## config.mk

```make
export PLATFORM = sky130hd
export DESIGN_NAME = uart_modport_flat
export DESIGN_NICKNAME = d
export VERILOG_FILES = /design/src/rtl/uart_modport_pkg.sv /design/src/rtl/uart_modport_if.sv /design/src/rtl/uart_modport_rx.sv /design/src/rtl/uart_modport.sv /design/src/flat_wrapper.sv
export SDC_FILE = /design/constraint.sdc
export NUM_CORES = 1
export LEC_CHECK = 0
export CAP_MARGIN = 20
export CORE_UTILIZATION = 40
export DETAILED_ROUTE_END_ITERATION = 8
export PLACE_DENSITY = 0.61
export SYNTH_ARGS = -nofsm -noshare
export SYNTH_HDL_FRONTEND = slang
export SYNTH_HIERARCHICAL = 1
export SYNTH_SLANG_ARGS = --single-unit
```

## constraint.sdc

```tcl
create_clock -name clk -period 5.9 [get_ports clk]
set_clock_uncertainty 0.2 [all_clocks]
set_input_delay 1.18 -clock clk [delete_from_list [all_inputs] [get_ports clk]]
set_output_delay 1.18 -clock clk [all_outputs]
set_load 0.05 [all_outputs]
```

## src/rtl/uart_modport_pkg.sv

```systemverilog
// Shared UART definitions: frame width, FSM state encodings and baud timing.
package uart_modport_pkg;

    localparam int DATA_WIDTH = 8;

    typedef enum logic [1:0] {
        TX_IDLE,
        TX_START,
        TX_DATA,
        TX_STOP
    } txState_e;

    typedef enum logic [2:0] {
        RX_IDLE,
        RX_START,
        RX_DATA,
        RX_STOP,
        RX_WAIT_IDLE
    } rxState_e;

    // Integer division truncates, so odd ratios round the bit period down.
    function automatic int calcClksPerBit(input int clkFreqHz, input int baudRate);
        return clkFreqHz / baudRate;
    endfunction

endpackage

```

## src/rtl/uart_modport_if.sv

```systemverilog
// UART signal bundle: UART_TX/UART_RX are the device-side views, HOST is the user side.
interface uart_modport_if;
    import uart_modport_pkg::*;

    logic [DATA_WIDTH-1:0] din;
    logic                  tx_start;
    logic                  tx;
    logic                  tx_done;
    logic                  rx;
    logic [DATA_WIDTH-1:0] dout;
    logic                  rx_done;

    modport UART_TX (
        input  din,
        input  tx_start,
        output tx,
        output tx_done
    );

    modport UART_RX (
        input  rx,
        output dout,
        output rx_done
    );

    modport HOST (
        output din,
        output tx_start,
        output rx,
        input  tx,
        input  tx_done,
        input  dout,
        input  rx_done
    );

endinterface

```

## src/rtl/uart_modport_rx.sv

```systemverilog
// 8N1 receiver: synchronizes rx, finds the start bit, samples each bit mid-period.
module uart_modport_rx
    import uart_modport_pkg::*;
#(
    parameter int CLKS_PER_BIT = 10
) (
    input logic             clk,
    input logic             rst,
    uart_modport_if.UART_RX rxPort
);

    localparam int CNT_W = $clog2(CLKS_PER_BIT);
    localparam int BIT_W = $clog2(DATA_WIDTH);
    localparam logic [CNT_W-1:0] CNT_LAST = CNT_W'(CLKS_PER_BIT - 1);
    localparam logic [CNT_W-1:0] CNT_HALF = CNT_W'(CLKS_PER_BIT / 2 - 1);
    localparam logic [BIT_W-1:0] BIT_LAST = BIT_W'(DATA_WIDTH - 1);

    rxState_e              rxState_q;
    logic [1:0]            rxSync_q;
    logic [CNT_W-1:0]      rxCnt_q;
    logic [BIT_W-1:0]      rxBit_q;
    logic [DATA_WIDTH-1:0] rxShift_q;
    logic [DATA_WIDTH-1:0] dout_q;
    logic                  rxDone_q;
    logic                  rxBit;

    assign rxBit = rxSync_q[1];

    // Synchronizer resets to idle-high so reset release never looks like a start bit.
    always_ff @(posedge clk or negedge rst) begin
        if (!rst) begin
            rxState_q <= RX_IDLE;
            rxSync_q  <= 2'b11;
            rxCnt_q   <= '0;
            rxBit_q   <= '0;
            rxShift_q <= '0;
            dout_q    <= '0;
            rxDone_q  <= 1'b0;
        end else begin
            rxSync_q <= {rxSync_q[0], rxPort.rx};
            rxDone_q <= 1'b0;
            case (rxState_q)
                RX_IDLE: begin
                    rxCnt_q <= '0;
                    if (!rxBit) begin
                        rxState_q <= RX_START;
                    end
                end
                RX_START: begin
                    if (rxCnt_q == CNT_HALF) begin
                        rxCnt_q <= '0;
                        rxBit_q <= '0;
                        rxState_q <= rxBit ? RX_IDLE : RX_DATA;
                    end else begin
                        rxCnt_q <= rxCnt_q + 1'b1;
                    end
                end
                RX_DATA: begin
                    if (rxCnt_q == CNT_LAST) begin
                        rxCnt_q   <= '0;
                        rxShift_q <= {rxBit, rxShift_q[DATA_WIDTH-1:1]};
                        if (rxBit_q == BIT_LAST) begin
                            rxState_q <= RX_STOP;
                        end else begin
                            rxBit_q <= rxBit_q + 1'b1;
                        end
                    end else begin
                        rxCnt_q <= rxCnt_q + 1'b1;
                    end
                end
                RX_STOP: begin
                    if (rxCnt_q == CNT_LAST) begin
                        rxCnt_q <= '0;
                        if (rxBit) begin
                            dout_q    <= rxShift_q;
                            rxDone_q  <= 1'b1;
                            rxState_q <= RX_IDLE;
                        end else begin
                            rxState_q <= RX_WAIT_IDLE;
                        end
                    end else begin
                        rxCnt_q <= rxCnt_q + 1'b1;
                    end
                end
                RX_WAIT_IDLE: begin
                    if (rxBit) begin
                        rxState_q <= RX_IDLE;
                    end
                end
                default: rxState_q <= RX_IDLE;
            endcase
        end
    end

    assign rxPort.dout    = dout_q;
    assign rxPort.rx_done = rxDone_q;

endmodule

```

## src/rtl/uart_modport.sv

```systemverilog
// Full-duplex 8N1 UART top: transmit FSM lives here, receiver is a sub-module.
module uart_modport
    import uart_modport_pkg::*;
#(
    parameter int CLK_FREQ_HZ = 100_000_000,
    parameter int BAUD_RATE   = 9600
) (
    input logic             clk,
    input logic             rst,
    uart_modport_if.UART_TX txPort,
    uart_modport_if.UART_RX rxPort
);

    localparam int CLKS_PER_BIT = calcClksPerBit(CLK_FREQ_HZ, BAUD_RATE);
    localparam int CNT_W = $clog2(CLKS_PER_BIT);
    localparam int BIT_W = $clog2(DATA_WIDTH);
    localparam logic [CNT_W-1:0] CNT_LAST = CNT_W'(CLKS_PER_BIT - 1);
    localparam logic [BIT_W-1:0] BIT_LAST = BIT_W'(DATA_WIDTH - 1);

    generate
        if (CLKS_PER_BIT < 4) begin : g_badBaud
            $error("uart_modport: CLKS_PER_BIT must be at least 4");
        end
    endgenerate

    txState_e              txState_q;
    logic [CNT_W-1:0]      txCnt_q;
    logic [BIT_W-1:0]      txBit_q;
    logic [DATA_WIDTH-1:0] txShift_q;
    logic                  tx_q;
    logic                  txDone_q;

    // IDLE accepts during the tx_done cycle, so back-to-back frames need no extra idle time.
    always_ff @(posedge clk or negedge rst) begin
        if (!rst) begin
            txState_q <= TX_IDLE;
            txCnt_q   <= '0;
            txBit_q   <= '0;
            txShift_q <= '0;
            tx_q      <= 1'b1;
            txDone_q  <= 1'b0;
        end else begin
            txDone_q <= 1'b0;
            case (txState_q)
                TX_IDLE: begin
                    tx_q    <= 1'b1;
                    txCnt_q <= '0;
                    if (txPort.tx_start) begin
                        txShift_q <= txPort.din;
                        tx_q      <= 1'b0;
                        txState_q <= TX_START;
                    end
                end
                TX_START: begin
                    if (txCnt_q == CNT_LAST) begin
                        txCnt_q   <= '0;
                        txBit_q   <= '0;
                        tx_q      <= txShift_q[0];
                        txShift_q <= txShift_q >> 1;
                        txState_q <= TX_DATA;
                    end else begin
                        txCnt_q <= txCnt_q + 1'b1;
                    end
                end
                TX_DATA: begin
                    if (txCnt_q == CNT_LAST) begin
                        txCnt_q <= '0;
                        if (txBit_q == BIT_LAST) begin
                            tx_q      <= 1'b1;
                            txState_q <= TX_STOP;
                        end else begin
                            txBit_q   <= txBit_q + 1'b1;
                            tx_q      <= txShift_q[0];
                            txShift_q <= txShift_q >> 1;
                        end
                    end else begin
                        txCnt_q <= txCnt_q + 1'b1;
                    end
                end
                TX_STOP: begin
                    if (txCnt_q == CNT_LAST) begin
                        txCnt_q   <= '0;
                        tx_q      <= 1'b1;
                        txDone_q  <= 1'b1;
                        txState_q <= TX_IDLE;
                    end else begin
                        txCnt_q <= txCnt_q + 1'b1;
                    end
                end
                default: txState_q <= TX_IDLE;
            endcase
        end
    end

    assign txPort.tx      = tx_q;
    assign txPort.tx_done = txDone_q;

    uart_modport_rx #(
        .CLKS_PER_BIT(CLKS_PER_BIT)
    ) u_rx (
        .clk    (clk),
        .rst    (rst),
        .rxPort (rxPort)
    );

endmodule

```

## src/flat_wrapper.sv

```systemverilog
// flat-port wrapper written by rule: the top's interface ports become plain ports
module uart_modport_flat import uart_modport_pkg::*;
#(
    parameter int CLK_FREQ_HZ = 100_000_000,
    parameter int BAUD_RATE   = 9600
)
  (clk, rst, txPort_din, txPort_tx_start, txPort_tx, txPort_tx_done, rxPort_rx, rxPort_dout, rxPort_rx_done);
  uart_modport_if txPort_i ();
  uart_modport_if rxPort_i ();
  input logic clk;
  input logic rst;
  input wire logic [$bits(txPort_i.din)-1:0] txPort_din;
  input wire logic [$bits(txPort_i.tx_start)-1:0] txPort_tx_start;
  output wire logic [$bits(txPort_i.tx)-1:0] txPort_tx;
  output wire logic [$bits(txPort_i.tx_done)-1:0] txPort_tx_done;
  input wire logic [$bits(rxPort_i.rx)-1:0] rxPort_rx;
  output wire logic [$bits(rxPort_i.dout)-1:0] rxPort_dout;
  output wire logic [$bits(rxPort_i.rx_done)-1:0] rxPort_rx_done;
  assign txPort_i.din = txPort_din;
  assign txPort_i.tx_start = txPort_tx_start;
  assign txPort_tx = txPort_i.tx;
  assign txPort_tx_done = txPort_i.tx_done;
  assign rxPort_i.rx = rxPort_rx;
  assign rxPort_dout = rxPort_i.dout;
  assign rxPort_rx_done = rxPort_i.rx_done;
  uart_modport #(.CLK_FREQ_HZ(CLK_FREQ_HZ), .BAUD_RATE(BAUD_RATE)) u_core (.clk(clk), .rst(rst), .txPort(txPort_i), .rxPort(rxPort_i));
endmodule
```

## Word-level counts from Yosys, hierarchy flattened

Cells that the tools add are included.

- Add/subtract/negate cells: 4
- Muxes and demuxes: 44
- Reductions and logical operators: 16
- Equal/unequal tests: 25

Operator list:

| cell | number |
|---|---|
| 2-to-1 mux 14 bit | 3 |
| one-hot mux 14 bit (3 select lines) | 1 |
| 2-to-1 mux 3 bit | 13 |
| 2-to-1 mux 8 bit | 4 |
| adder 14 x 1 -> 14 bit (second input constant) | 2 |
| equality test 14 bit (second input constant) | 2 |
| one-hot mux 14 bit (2 select lines) | 1 |
| one-hot mux 8 bit (3 select lines) | 1 |
| inequality test 2 bit (second input constant) | 9 |
| one-hot mux 3 bit (5 select lines) | 1 |
| equality test 14 x 13 -> 1 bit (second input constant) | 1 |
| 2-to-1 mux 2 bit | 6 |
| one-hot mux 3 bit (2 select lines) | 2 |
| 2-to-1 mux 1 bit | 10 |
| AND reduction 5 bit | 2 |
| equality test 3 bit (second input constant) | 3 |
| inequality test 2 x 1 -> 1 bit (second input constant) | 4 |
| one-hot mux 2 bit (4 select lines) | 1 |
| AND reduction 4 bit | 2 |
| adder 3 x 1 -> 3 bit (second input constant) | 2 |
| equality test 3 x 2 -> 1 bit (second input constant) | 2 |
| AND reduction 3 bit | 2 |
| AND reduction 6 bit | 1 |
| nonzero test 3 bit | 2 |
| 10 further kinds | 12 |

- Input bits: 12
- Output and inout port bits: 11
- Bits in registers: 68

## Depth between registers and ports, before layout

Gate-level depths: netlist of run 1.

- Depth in word-level cells: 4
- Gate-level depth with buffers: 7
- Gate-level depth less buffers: 6

## Cells and area by module

Netlist of run 1, hierarchy kept.

Modules (own cells, without submodules):

| module | cells each | seq. area each (um^2) | area an instance (um^2) | times used |
|---|---|---|---|---|
| uart_modport_rx | 174 | 978.4 | 1954.4 | 1 |
| uart_modport | 142 | 726.9 | 1550.2 | 1 |

## Worst setup path after synthesis of run 1

Ideal clock, no wire load.

- Path kind: input-to-reg
- Start: input txPort_tx_start
- End: register u_core.txShift_q[0]
- Setup slack: 3.631 ns
- Arrival: 1.944 ns
- Required time: 5.575 ns
- Cell stages on the path: 4
- Path through: nand2b_1 -> nand2_1 -> a21oi_4 -> mux2_2

- Cells in the longest elaborated chain, start to end: 2

Ends and longest elaborated chain:

| what | line | text |
|---|---|---|
| start, declared | flat_wrapper.sv:13 | `input wire logic [$bits(txPort_i.tx_start)-1:0] txPort_tx_start;` |
| inequality test 2 bit (no source line) | -- |  |
| AND reduction 5 bit (no source line) | -- |  |
| end signal, assigned | uart_modport.sv:49 | `txShift_q <= txPort.din;` |
| end signal, assigned | uart_modport.sv:59 | `txShift_q <= txShift_q >> 1;` |
| end signal, assigned | uart_modport.sv:74 | `txShift_q <= txShift_q >> 1;` |
| end, declared | uart_modport.sv:29 | `logic [DATA_WIDTH-1:0] txShift_q;` |

Every way passes these cells.
A chain may end at the register's enable or synchronous reset.

## Final worst setup path of run 1

- Start: register u_core.tx_q, in the netlist u_core/txPort.tx
- End: output txPort_tx

RTL lines:

| what | line | text |
|---|---|---|
| start, declared | uart_modport.sv:30 | `logic tx_q;` |
| start signal, assigned | uart_modport.sv:58 | `tx_q <= txShift_q[0];` |
| start signal, assigned | uart_modport.sv:73 | `tx_q <= txShift_q[0];` |
| end, declared | flat_wrapper.sv:14 | `output wire logic [$bits(txPort_i.tx)-1:0] txPort_tx;` |

No word-level cell between the ends.

==> results of run 1 <==
logic make-up after synthesis:
kind of cell               after synthesis  share of synthesized area, %
buffers and inverters                   25                          2.93
DFF                                     68                          48.7
and+or+nand+nor                        112                          18.7
adders and majority gates               11                          3.93
muxes                                   38                          12.1
xor gates and xnor gates                14                          3.50
AOI/OAI and AO/OA                       48                          10.2
placed cells by master, fill, tap and decap left out, drive strengths merged, types with 3 or more instances in the layout:
master         synthesis  layout
and4                   3       3
a22o                   8       8
and2                   3       3
mux2i                  5       5
clkdlybuf4s50          0      21
a31oi                  5       5
mux2                  33      33
nor2                  33      33
nand4                  5       5
o21ai                  5       5
ha                    11      11
clkinvlp               0       3
nand3                 11      11
clkinv                 0       3
xnor2                 12      12
clkbuf                 5       9
a21oi                 12      12
dfstp                  3       3
nand2                 20      20
nor2b                  3       3
dfrtp                 65      65
nor4                   3       3
inv                   14      14
nor3                   7       7
nand2b                11      11
a21o                   5       5
Yosys cell counts, drive strengths merged (2+ instances only):
master / instances / area share, %
a211oi: 2 / 0.43
a21o: 5 / 1.1
a21oi: 12 / 2.0
a22o: 8 / 2.0
a31oi: 5 / 0.89
and2: 3 / 0.54
and4: 3 / 0.75
buf: 6 / 0.86
clkbuf: 5 / 0.57
dfrtp: 65 / 46
dfstp: 3 / 2.2
ha: 11 / 3.9
inv: 14 / 1.5
mux2: 33 / 11
mux2i: 5 / 1.4
nand2: 20 / 2.2
nand2b: 11 / 2.0
nand3: 11 / 1.6
nand3b: 2 / 0.43
nand4: 5 / 1.1
nand4bb: 2 / 1.6
nor2: 33 / 3.5
nor2b: 3 / 0.54
nor3: 7 / 1.0
nor4: 3 / 0.96
o21ai: 5 / 0.71
o2bb2ai: 2 / 0.68
or2: 2 / 0.36
xnor2: 12 / 3.0
xor2: 2 / 0.50
per-stage QoR:
stage          hold WS [ps]  setup WS (ps)  cells
2_1_floorplan           145           3630    316
3_3_place_gp            146           3030    433
3_5_place_dp            147           3020    433
4_1_cts                 166           2840    449
5_1_grt                 172           2810    449
6_report                164           2870    449
sequential cells by signal, summed over array words and instances (netlist names):
register                    flops
u_core/txCnt_q                 14
u_core/u_rx/rxCnt_q            14
u_core/txShift_q                8
u_core/u_rx/rxPort.dout         8
u_core/u_rx/rxShift_q           8
u_core/txBit_q                  3
u_core/u_rx/rxBit_q             3
u_core/u_rx/rxState_q           3
u_core/txState_q                2
u_core/u_rx/rxSync_q            2
u_core/txPort.tx                1
u_core/txPort.tx_done           1
u_core/u_rx/rxPort.rx_done      1
power breakdown:
| group | total, mW | internal [mW] | switching (mW) |
|---|---|---|---|
| Sequential | 0.468 | 0.467 | 0.000516 |
| Combinational | 0.0173 | 0.00703 | 0.0103 |
| Clock | 0.373 | 0.193 | 0.181 |
| Total | 0.858 | 0.667 | 0.192 |
worst min path at each step:
stage | to | cells past startpoint
detailed placement | u_core/u_rx/rxSync_q[1]$_DFF_PN1_ | 0
finish | u_core/u_rx/rxSync_q[1]$_DFF_PN1_ | 0
global placement | u_core/u_rx/rxSync_q[1]$_DFF_PN1_ | 0
global route | u_core/u_rx/rxSync_q[1]$_DFF_PN1_ | 0
floorplan | u_core/u_rx/rxSync_q[1]$_DFF_PN1_ | 0
CTS | u_core/u_rx/rxSync_q[1]$_DFF_PN1_ | 0
metal layers:
metal	part of all wire, %	vias up
met2	46	25
li1	-	1166
met3	3.4	7
met1	50	1126
met5	0	-
met4	1.0	0
final cells by class:
cell class	count	area share (%)
clock buffer	9	3.10
timing repair buffer	23	5.57
clock inverter	7	1.69
inverter	14	1.31
sequential	68	42.6
tap	105	3.28
multi-input combinational	223	42.4
==> impl_metrics.toml, run 1 <==
[setup_path]
r2r_slack_ps = 3250
path_delay_family = "buffers and inverters"
rr_endpoint = "u_core/u_rx/rxPort.dout[2]$_DFFE_PN0P_"
r2r_cells = 5
cp_data_arrival_time_ps = 1650
worstSetupPathType = "reg2out"
path_depth = 1
reg2reg_from = "u_core/u_rx/rxCnt_q[0]$_DFFE_PN0P_"
cp.required_ps = 4520
cp-start-kind = "register"
slowest_delay_ps = 790
crit_chain = "clkdlybuf4s50_1"
cp.buffers_inverters = 1
crit_path_end_kind = "output port"
startpoint = "u_core/txPort.tx$_DFFE_PN1P_"
critPathSlowestCell = "clkdlybuf4s50_1"
critPathMaxFanout = 2
endpoint = "txPort_tx"

[logic_synthesis]
synth-main-ff-cell = "dfrtp_1"
synthCells = 316
avgSynthCellArea_um2 = 11.1
synthArstFlopShare_pct = 100
synth_nets = 339
yosys_warnings = 6
synth.distinct_cells = 55
synth_edf_count = 0
seq_area_frac_synth_pct = 48.7
syn-cell-area_um2 = 3500
ys_seq_elements = 68

[clock_tree]
cts_resized = 0
clk_path_buf_depth = 2
cts_setup_buffers = 0
cts_num_sinks = 68
cts_buffers = 9
cts_root_buffer = "clkbuf_8"
clock_latency_ps = 350
cts.htree.levels = 3
ctsHoldBuffers = 0
clkTransAtPathRegs_ps = 80
cts_tree = "yes"

[routing]
drt_iter0_markers = 78
wl_per_cell_um = 13.3
drtAntennaViolNets = 0
remaining_drc_errors = 0
vias = 2324
drt_wl_total_um = 5950
via_per_inst = 5.18
drtPass1Iterations = 4

[global_route]
use_met3_pct = 5.50
grt-ovfl-total = 0
grt.total_usage_pct = 14.8
grt_max_degree = 69
grt_pass1_wl_um = 10300
busiest_layer = "met2"
grt_antenna_before_repair = 0
use_met1_pct = 19.1
grt_pass1_vias = 2245
grt.met2_usage_pct = 23.3

[layout]
fin_util_pct = 48.0
drive_above_1_share_pct = 19.5
design_area_um2 = 4000
seqCellArea_um2 = 1710
fin_nets = 362
multi_input_area_um2 = 1700
area_delta_synth_final_pct = 14.1
fill_cells = 751
n_antenna_cell = 0

[floorplanning]
die_h_um = 95.6
ios = 23
die_w_um = 95.6
start_util_pct = 42.0
core_um2 = 8340
std_cell_rows = 33
die_area_um2 = 9140

[placement]
placed_cell_area_um2 = 3810
io_buffer_count = 22
hpwl_um = 3960
place_congestion = 0.835

[hold_path]
hold_class = "reg2reg"
worstHoldStart = "u_core/u_rx/rxSync_q[0]$_DFF_PN1_"

[sta]
max-slew-margin-rel_pct = 41.6
grt_setup_unrepaired = "false"
fin_crit_ps = 3030
tns_ps = 0
fin_crit_sh_pct = 51.4
timing.fmax_ghz = 0.330
hold_viol = 0
worstMarginPinSlew_ps = 871
finalMaxSlewViolations = 0
setup_viol = 0

[job]
cap_violations = 0

[power]
max-vdd-ir-drop_mv = 0.102
power_mw = 0.858
power_density_nw_per_um2 = 215
power_leakage_nw = 1.85

[status]
status = "completed"
Power figures use the tool's default switching activity.
==> run 2: changes to the inputs <==
--- a/config.mk
+++ b/config.mk
@@ -8,7 +8,7 @@
 export CAP_MARGIN = 20
 export CORE_UTILIZATION = 40
 export DETAILED_ROUTE_END_ITERATION = 8
-export PLACE_DENSITY = 0.61
+export PLACE_DENSITY = 0.63
 export SYNTH_ARGS = -nofsm -noshare
 export SYNTH_HDL_FRONTEND = slang
 export SYNTH_HIERARCHICAL = 1
==> constraint.sdc (replaced) <==
create_clock -name clk -period 2.7 [get_ports clk]
set_clock_uncertainty 0.2 [all_clocks]
set_input_delay 0.54 -clock clk [delete_from_list [all_inputs] [get_ports clk]]
set_output_delay 0.54 -clock clk [all_outputs]
set_load 0.05 [all_outputs]
==> impl_metrics.toml, run 2 (same netlist as run 1, synthesis figures left out) <==
[global_route]
grt_pass1_wl_um = 10600
grt-ovfl-total = 0
grt_max_degree = 47
grt_antenna_before_repair = 0
grt_pass1_vias = 2338
grt.total_usage_pct = 15.1

[sta]
fin_crit_ps = 2410
worstMarginPinSlew_ps = 904
timing.fmax_ghz = 0.416
setup_viol = 0
grt_setup_unrepaired = "false"
tns_ps = 0
fin_crit_sh_pct = 89.1
max-slew-margin-rel_pct = 39.4
finalMaxSlewViolations = 0
hold_viol = 0

[job]
cap_violations = 0

[power]
p_clk_share_pct = 43.2
power_leakage_nw = 1.87
max-vdd-ir-drop_mv = 0.269
intPower_mw = 1.49
power_frac_comb_pct = 2.2
swShare_pct = 20.4
power_frac_seq_pct = 54.6
power_density_nw_per_um2 = 465
power_switching_mw = 0.381

[clock_tree]
cts_buffers = 9
clkTransAtPathRegs_ps = 70
clk_path_buf_depth = 2
cts_resized = 0
cts_setup_buffers = 0
cts_tree = "yes"
ctsHoldBuffers = 0
cts.htree.levels = 3
clock_latency_ps = 330
cts_root_buffer = "clkbuf_8"
cts_num_sinks = 68

[routing]
drtPass1Iterations = 4
via_per_inst = 5.18
drt_iter0_markers = 92
drtAntennaViolNets = 0
remaining_drc_errors = 0
vias = 2337
wl_per_cell_um = 13.5
drt_wl_total_um = 6090

[layout]
fill_cells = 759
n_antenna_cell = 0
drive_above_1_share_pct = 18.8
layout_common_cells = "65 x dfrtp_1, 33 x nor2_1, 32 x mux2_2"
layout_commonest_cell = "dfrtp_1"
area_delta_synth_final_pct = 14.8
design_area_um2 = 4020
top_regs = "u_core/txCnt_q (14), u_core/u_rx/rxCnt_q (14)"
fin_nets = 364

[floorplanning]
core_um2 = 8340
die_h_um = 95.6
die_area_um2 = 9140
std_cell_rows = 33
die_w_um = 95.6
start_util_pct = 42.0
ios = 23

[hold_path]
hold_class = "in2async"

[placement]
place_congestion = 0.783
io_buffer_count = 22
hpwl_um = 4250
placed_cell_area_um2 = 3840

[setup_path]
worstSetupPathType = "reg2reg"
endpoint = "u_core/u_rx/rxPort.dout[0]$_DFFE_PN0P_"
r2r_slack_ps = 290
rr_endpoint = "u_core/u_rx/rxPort.dout[0]$_DFFE_PN0P_"
startpoint = "u_core/u_rx/rxCnt_q[0]$_DFFE_PN0P_"
crit_path_end_kind = "register"
critPathMaxFanout = 9
cp_data_arrival_time_ps = 2420
cp-start-kind = "register"
reg2reg_from = "u_core/u_rx/rxCnt_q[0]$_DFFE_PN0P_"
r2r_cells = 5
cp.required_ps = 2720

[status]
status = "completed"
## run 2: metrics by stage
step / util [%] / setup WS [ps] / power, mW / hold WS [ps] / std cells
after floorplan: - / 438 / 1.04 / 44.4 / 316
final: 48.2 / 293 / 1.87 / 0.538 / 451
after detailed placement: 46.0 / 278 / 1.08 / 147 / 435
after global placement: 46.0 / 334 / 1.08 / 146 / 435
after CTS: 48.2 / 277 / 1.92 / 1.18 / 451
after global routing: 48.2 / 115 / 1.96 / 23.0 / 451
## run 2: final cells by class
cell class / instances / area (um^2) / area share (%)
repair buffers: 25 / 250 / 6.22
well taps: 105 / 131 / 3.26
clock buffers: 14 / 153 / 3.79
multi-input cells: 223 / 1700 / 42.2
inverters: 14 / 52.6 / 1.31
clock inverters: 2 / 35.0 / 0.871
flip-flops and latches: 68 / 1710 / 42.4
## run 2: how the worst min path moves through the flow
stage / startpoint / end / cells after the start
finish: rst / u_core/txCnt_q[12]$_DFF_PN0_ / 1
global placement: u_core/u_rx/rxSync_q[0]$_DFF_PN1_ / u_core/u_rx/rxSync_q[1]$_DFF_PN1_ / 0
CTS: rst / u_core/txCnt_q[13]$_DFF_PN0_ / 1
global route: rst / u_core/txCnt_q[12]$_DFF_PN0_ / 1
floorplan: rst / u_core/txBit_q[0]$_DFFE_PN0P_ / 0
detailed placement: u_core/u_rx/rxSync_q[0]$_DFF_PN1_ / u_core/u_rx/rxSync_q[1]$_DFF_PN1_ / 0
## run 2: power groups by stage
stage	clock network [mW]	registers [mW]	logic (mW)
floorplan	0	1.04	0.00265
global placement	0	1.04	0.0423
detailed placement	0	1.04	0.0432
CTS	0.854	1.02	0.0434
global route	0.892	1.02	0.0474
finish	0.809	1.02	0.0412
## run 2: worst max-delay path: stages (launching register included)
cell and delay [ps]:
dfrtp_1 400, ha_1 330, nand4bb_4 150, nor4_4 360, and4_1 480, mux2_2 380
## run 2: metal layers
layer  GRT usage, %  vias up  wire, um
li1               -     1174         -
met1           19.1     1138      2930
met2           24.6       21      2930
met3           4.31        4       185
met4           4.98        0        42
met5              0        -         0
==> variant (settings of run 1) <==
The 5 states of `rxState_e` get a one-hot encoding in 5 bits.
--- a/src/rtl/uart_modport_pkg.sv
+++ b/src/rtl/uart_modport_pkg.sv
@@ -11,10 +11,10 @@
     } txState_e;
 
-    typedef enum logic [2:0] {
-        RX_IDLE,
-        RX_START,
-        RX_DATA,
-        RX_STOP,
-        RX_WAIT_IDLE
+    typedef enum logic [4:0] {
+        RX_IDLE      = 5'b00001,
+        RX_START     = 5'b00010,
+        RX_DATA      = 5'b00100,
+        RX_STOP      = 5'b01000,
+        RX_WAIT_IDLE = 5'b10000
     } rxState_e;
 
Check against the original RTL: no difference found for any inputs over 10 cycles, from zero or initial values and one cycle with rst low; not proved beyond that.
==> variant against run 1 <==
Cell count is 3.1% higher. Non-clock buffer count is the same. Sequential cell count increased by 2. Utilization is 0.89 points lower. Synthesized area grew 3.0%. Maximum frequency shrank 0.12%. Wire length increased by 9.9%. Setup slack worse by 0.0037 ns. Synthesized cell count rose by 3.5%. Critical path depth is the same. Design area up 2.6%. Global-route usage grew 0.32 points. Critical path type unchanged. Critical endpoint unchanged.
Power is not compared: it rests on default switching activity, and its combinational part moved more than twofold at a synthesized area within 25%.
==> variant: results (changes against run 1) <==
- Routed length per instance: 14.1 um (+6.6%)
* Detailed-route wire length on metal 1: 3.25 mm (+9.8%)
- The met2 layer wire length in the routed design was 3.03 mm (+11%).
- End of the worst register-to-register path: u_core/u_rx/rxCnt_q[12]$_DFFE_PN0P_
- The distinct cell type count of the synthesized netlist came to 60 (+9.1%).
* Reg2reg path depth: 6 (+1)
- Final weighted congestion in routability-driven placement: 0.861 (+3.2%)
- In this run the top signal layer used is met4.
- Half-perimeter wire length after placement: 4.44 mm (+12%)
* Final Routed Wirelength: 6.55 mm (+9.9%)
- The pin count of the biggest net entering global routing is 46 (-33%).
- The fraction of the yosys area taken by sequential cells was 48.7% (about the same).
- The violation count after the first detailed-routing iteration was 99 (+27%).
- The number of nets produced by synthesis is 350 (+3.2%).
- For this design the static power due to leakage is 1.84 nW.
- Sorting the synthesized cells by area gives the leading types as sky130_fd_sc_hd__dfrtp_1 (46%), sky130_fd_sc_hd__mux2_2 (9.7%), sky130_fd_sc_hd__ha_1 (3.8%).
* Count of fill cells added during filler insertion: 796 (+6.0%)
- Synth top cells by count: sky130_fd_sc_hd__dfrtp_1 (66), sky130_fd_sc_hd__mux2_2 (31), sky130_fd_sc_hd__nand2_1 (24), sky130_fd_sc_hd__nor2_1 (24), sky130_fd_sc_hd__nand3_1 (13)
- The cell count of the worst hold path is 0 (unchanged).
* Antenna Diode Count: 0 (unchanged)
- The maximum buffer depth of the clock tree was 2 (unchanged).
* Placement-stage worst setup slack: 3.00 ns (-0.0134 ns)
* Critical-path top delay cell: sky130_fd_sc_hd__clkdlybuf4s50_1
- The final net count was 373 (+3.0%).
* Detailed-routed wire length on met3: 177 um (-13%)
* Regs by FF count: u_core/txCnt_q: 14 flops, u_core/u_rx/rxCnt_q: 14 flops
- The startpoint identified for the worst register-to-register timing path is u_core/u_rx/rxCnt_q[0]$_DFFE_PN0P_.
* Number of levels in the clock H-tree: 3 (unchanged)
- The run finished with clean final reports.
- The routed via count divided by cell count was 5.37 (+3.8%).
- Minimum setup slack among reg-to-reg paths: 3.50 ns (+0.25 ns)
- Wire length of the first global-routing pass: 11.6 mm (+12%)
- The share of layout cells above drive strength 1 came to 17.2% (-2.3 points).
- The smallest setup slack after layout was 2.86 ns (-0.00368 ns).
* Power attributed to combinational cells: 0.180 mW
- The cell count after placement came to 447 (+3.2%).
* Cells after synthesis: 327 (+3.5%)
- Tightest Pin Transition: 0.802 ns (-0.0689 ns)
- All-layer global routing usage: 15.1% (+0.32 points)
==> variant: cell count changes in the layout (fill, tap and decap cells not counted), moves of 4 or more <==
cell	change
sky130_fd_sc_hd__nor2_1	-9
sky130_fd_sc_hd__a31oi_1	+5
sky130_fd_sc_hd__nand2_1	+5
sky130_fd_sc_hd__clkbuf_1	+4
sky130_fd_sc_hd__nand2b_1	-4
==> variant: through the flow <==
step | total power, mW | hold slack (ns) | instance area, um2
2_1_floorplan | 0.681 | 0.145 | 3610
3_3_place_gp | 0.720 | 0.146 | 3910
3_5_place_dp | 0.724 | 0.147 | 3910
4_1_cts | 1.12 | 0.165 | 4110
5_1_grt | 1.17 | 0.172 | 4110
6_report | 1.11 | 0.160 | 4110
==> variant: worst reg2reg max path: cells and delay by family, from the launching register on <==
family	cells	cell delay [ns]
AO/OA/AOI/OAI	2	0.73
adder cells (fa/ha/maj)	1	0.24
flip-flops	1	0.42
AND/OR/NAND/NOR	3	0.72
==> variant: routing by layer <==
layer  vias up  track usage (%)
li1       1226                -
met1      1224             20.3
met2        29             23.8
met3         9             3.03
met4         0             6.20
met5         -                0
==> variant: area by class of cell <==
| class | instances | area, um2 | area share (%) |
|---|---|---|---|
| clock inverters | 1 | 30.0 | 0.731 |
| inverters | 11 | 41.3 | 1.01 |
| flip-flops and latches | 70 | 1760 | 42.8 |
| clock buffers | 15 | 166 | 4.05 |
| well taps | 108 | 135 | 3.29 |
| multi-input cells | 235 | 1750 | 42.7 |
| repair buffers | 23 | 223 | 5.43 |
==> variant: cell families after synthesis <==
kind of cell    share of synthesized area, %
compound gates                          11.1
xor+xnor                                3.15
fa+ha+maj                               3.81
buf+inv                                 2.77
flops                                   48.7
mux                                     11.3
simple gates                            19.2
